<file path="config.mk">
export PLATFORM = sky130hd
export DESIGN_NAME = complex_result_accumulator
export DESIGN_NICKNAME = d
export VERILOG_FILES = /design/src/rtl/complex_result_accumulator.sv
export SDC_FILE = /design/constraint.sdc
export NUM_CORES = 1
export LEC_CHECK = 0
export CORE_MARGIN = 10
export CORE_UTILIZATION = 56
export CTS_CLUSTER_SIZE = 24
export DETAILED_ROUTE_END_ITERATION = 10
export GPL_TIMING_DRIVEN = 0
export PLACE_DENSITY = 0.95
export SKIP_LAST_GASP = 1
export SYNTH_ARGS = -nofsm -noshare
export SYNTH_HDL_FRONTEND = slang
export SYNTH_SLANG_ARGS = --single-unit
</file>
<file path="constraint.sdc">
create_clock -name clk -period 5 [get_ports clk]
set_clock_uncertainty 0.05 [all_clocks]
set_input_delay 0.5 -clock clk [delete_from_list [all_inputs] [get_ports clk]]
set_output_delay 0.5 -clock clk [all_outputs]
set_load 0.05 [all_outputs]
</file>
<file path="src/rtl/complex_result_accumulator.sv">
// Complex MAC tail: sums ACC_LEN consecutive complex products from the multiplier
// and hands each sum downstream on a valid/ready channel.
module complex_result_accumulator #(
    parameter  int DATA_WIDTH = 8,
    parameter  int ACC_LEN    = 4,
    parameter  int GUARD_BITS = 4,
    localparam int IW         = 2*DATA_WIDTH,
    localparam int AW         = 2*DATA_WIDTH + GUARD_BITS
) (
    input  logic                 clk,
    input  logic                 rst,
    input  logic                 sw_rst,
    input  logic                 in_val,
    output logic                 in_ready,
    input  logic signed [IW-1:0] in_re,
    input  logic signed [IW-1:0] in_im,
    output logic                 out_val,
    input  logic                 out_ready,
    output logic signed [AW-1:0] out_re,
    output logic signed [AW-1:0] out_im
);

    localparam int CW = (ACC_LEN > 1) ? $clog2(ACC_LEN) : 1;
    localparam logic [CW-1:0] LAST = CW'(ACC_LEN - 1);

    typedef enum logic {ST_ACC = 1'b0, ST_OUT = 1'b1} state_t;

    state_t                r_state;
    state_t                w_state_nxt;
    logic [CW-1:0]         r_cnt;
    logic signed [AW-1:0]  r_acc_re;
    logic signed [AW-1:0]  r_acc_im;
    logic                  w_accept;
    logic                  w_last;
    logic signed [AW-1:0]  w_ext_re;
    logic signed [AW-1:0]  w_ext_im;

    function automatic logic signed [AW-1:0] sext(input logic signed [IW-1:0] x);
        return {{GUARD_BITS{x[IW-1]}}, x};
    endfunction

    // sw_rst wins over the handshake, so a product offered alongside it is never consumed
    assign w_accept = in_val && in_ready && !sw_rst;
    assign w_last   = (r_cnt == LAST);
    assign w_ext_re = sext(in_re);
    assign w_ext_im = sext(in_im);

    always_ff @(posedge clk or posedge rst) begin
        if (rst) begin
            r_state <= ST_ACC;
        end else begin
            r_state <= w_state_nxt;
        end
    end

    always_comb begin
        w_state_nxt = r_state;
        if (sw_rst) begin
            w_state_nxt = ST_ACC;
        end else begin
            case (r_state)
                ST_ACC: if (w_accept && w_last) w_state_nxt = ST_OUT;
                ST_OUT: if (out_ready)          w_state_nxt = ST_ACC;
                default:                        w_state_nxt = ST_ACC;
            endcase
        end
    end

    always_comb begin
        in_ready = 1'b0;
        out_val  = 1'b0;
        case (r_state)
            ST_ACC:  in_ready = 1'b1;
            ST_OUT:  out_val  = 1'b1;
            default: in_ready = 1'b1;
        endcase
    end

    // First beat of a group loads rather than adds, so the previous sum never leaks in
    always_ff @(posedge clk or posedge rst) begin
        if (rst) begin
            r_cnt    <= '0;
            r_acc_re <= '0;
            r_acc_im <= '0;
        end else if (sw_rst) begin
            r_cnt    <= '0;
            r_acc_re <= '0;
            r_acc_im <= '0;
        end else if (w_accept) begin
            r_cnt <= w_last ? '0 : r_cnt + 1'b1;
            if (r_cnt == '0) begin
                r_acc_re <= w_ext_re;
                r_acc_im <= w_ext_im;
            end else begin
                r_acc_re <= r_acc_re + w_ext_re;
                r_acc_im <= r_acc_im + w_ext_im;
            end
        end
    end

    assign out_re = r_acc_re;
    assign out_im = r_acc_im;

endmodule

</file>
==> results.md <==
* Clock root cell: clkbuf_8
* WP data arrival at about 3300 ps
* Net Sw Power at ~560 µW
* DP HPWL at 8.62 mm
* Crit. End Element: register
* ANT cells at 0
* Crit path required time at 5130 ps
* Area leader, netlist: dfrtp_1
* Count leader, synth: o21ai_0
* Routability-driven placement congestion ratio at between 0.9 and 1
* PostCTS Resize Cnt at 0
* Drt initial violations at roughly 180
* # Post-CTS Setup Buffers at 0
* Synth Warn # at 0
* Total gr overflow at 0
* Boundary Pins at 79
* Antenna-violating nets left at 0
* Share of cells above drive strength 1 at 0.0297
* Final period util at 0.636
* Post-synth EDFFs at 0
* Syn Area/Cell at approximately 8.3 µm²
* Routed wire length at 11.3 mm
* LEAKAGE at between 0.002 and 0.0025 µW
* Clock latency on the worst-skew pair at between 300 and 400 ps
* Reg2reg end: out_im[16]$_DFFE_PP0P_
* Hold Fails Final Rpt at 0
* DRC errors left at 0
* Post-synth cell types at between 50 and 60
* Clk network pwr share at 0.166
* CP startpoint: in_im[0]
* Setup tns final at 0 ps
* First-pass GRT wire length at approximately 18 mm
* First drt pass iteration count at 7
* Post-synth top flop: dfrtp_1
* Total track usage at 0.216
* Worst-path clk slew at approximately 80 ps
* Fill count at around 500
* Initial antenna violation count at 0
* Worst-Margin Slew at 865 ps
* Synth-to-Final Area Change at 25.8%
* Mapped Cells at approximately 450
* Pwr per Cell Area at around 280 nW/µm²
* Power, Total at 1310 µW
* CP Max Fanout at 4
* Final setup vio count at 0
* WS Path Type: input port to register
* Number of buffers created by CTS at 5
* Min Tclk post-route at between 3000 and 4000 ps
* Max frequency at 315 MHz
* Share of the synthesized area in the top cell type at 0.286
* Post-Syn Area at between 3000 and 4000 µm²
* CTS Sinks at between 40 and 50
* Commonest cells post-synth: o21ai_0, nand2_1, a21oi_1
* Vias post-DR at 3968
* Rel. slew slack at 0.423
* R2R depth at 10
* Largest net degree at the start of global routing at 38
* Max Slew Vio Count at 0
* Sw Share at 0.432
* Core ar. at 6420 µm²
* Hold_buf cts at 0
* Port-buffer cells at 78
* Mapped Nets at 532
* Net count, final at approximately 620
* Initial Util at 0.585
* # Max-Cap Violations at 0
* Die footprint at just over 10000 µm²
* Drt wl/cell at 18.3 µm
* Clk buf depth at 2
* Post-synthesis sequential area ratio at 0.286
* Hold_ws at 370 ps
* Reg2Reg Setup Slack at about 2200 ps
* Asr flop ratio synth at 1.00
* Hold Path Class: input port to asynchronous set/reset pin
* CTS tree: yes
* RSZ-0062 raised after global routing: false
* Peak supply drop at about 180 µV
* Die height at ~100 µm
* # rows at 29
* Flop pwr share at 0.321
* Yosys reg bits at 43
* Pint at 741 µW
* Vias in the first global route at between 3000 and 4000
* CP Launch Type: input port
* Vias per Instance at 6.45
* Largest cells by area after synthesis: dfrtp_1, ha_1, o21ai_0
* H-tree Lvls at 2
* Die width at a little over 100 µm
* Gate power share at 0.513
* Dpl cell area at ~4700 µm²
* Reg2reg start: out_im[0]$_DFFE_PP0P_
* Status: finished clean
* Design Area, Final at ~4700 µm²
[how the worst max path moves through the flow]
stage                     cells after the start                endpoint  slack (ps)
after floorplan                              10  out_im[16]$_DFFE_PP0P_        2130
after global placement                       11  out_im[16]$_DFFE_PP0P_        1600
after detailed placement                     11  out_im[16]$_DFFE_PP0P_        1530
after CTS                                    11  out_im[16]$_DFFE_PP0P_        1830
after global routing                         11  out_im[16]$_DFFE_PP0P_        1590
final                                        11  out_im[16]$_DFFE_PP0P_        1820
[cell type report]
class                           count  area [µm²]  share of cell area
Multi-Input combinational cell    380        2570               0.543
Sequential cell                    43        1080               0.228
Timing Repair Buffer               79         801               0.169
Tap cell                           77        96.3              0.0204
Clock buffer                        6        72.6              0.0154
Inverter                           16        60.1              0.0127
Buffer                             14        52.6              0.0111
[kinds of logic (layout without fill, tap and decap cells)]
logic type,Yosys count,after routing,share of synthesized area
muxes,6,6,0.0163
DFF,43,43,0.286
AOI/OAI and AO/OA,179,179,0.302
buffers and inverters,30,115,0.0300
and+or+nand+nor,134,134,0.177
adders and majority gates,42,42,0.144
xor gates and xnor gates,19,19,0.0443
[state kept, by name (all words and copies together), names as in the netlist]
name / cells
out_im: 20
out_re: 20
r_state: 1
r_cnt: 2
[power groups by stage]
stage / clock network, µW / registers [µW] / logic [µW]
finish: 217 / 419 / 669
global route: 230 / 424 / 727
CTS: 217 / 419 / 665
detailed placement: 0 / 425 / 660
global placement: 0 / 423 / 638
floorplan: 0 / 543 / 340
[layout by cell type (no fill, tap or decap), drive strengths merged, types with 7 or more instances in the layout]
master / n
o21ai: 56
clkdlybuf4s50: 78
a21oi: 46
and3: 7
inv: 16
dfrtp: 43
nor2: 26
ha: 40
xor2: 8
nand2: 46
nand3: 7
a21o: 8
nor2b: 8
nor3: 10
xnor2: 11
a22oi: 8
o21a: 8
clkbuf: 17
[per-layer routing]
metal | GRT usage | up-vias | share of wire
met3 | 0.0493 | 32 | 0.076
met1 | 0.247 | 1895 | 0.40
li1 | - | 1863 | -
met2 | 0.378 | 178 | 0.49
met4 | 0.0965 | 0 | 0.029
met5 | 0 | - | 0
[worst max-delay path, stage by stage]
cell	delay, ps
clkdlybuf4s50_1	490
ha_1	200
inv_1	70
fa_1	380
nor2b_1	190
o2111ai_1	160
and3_1	230
o31ai_1	440
a31oi_1	180
xnor2_1	160
a221o_1	300
[per-stage QoR]
step / std cells / util / worst slack (ps)
2_1_floorplan: 453 / - / 2130
3_3_place_gp: 608 / 0.722 / 1600
5_1_grt: 615 / 0.736 / 1590
4_1_cts: 615 / 0.736 / 1830
3_5_place_dp: 609 / 0.725 / 1530
6_report: 615 / 0.736 / 1820
No activity file was read; power rests on OpenSTA's default activity.
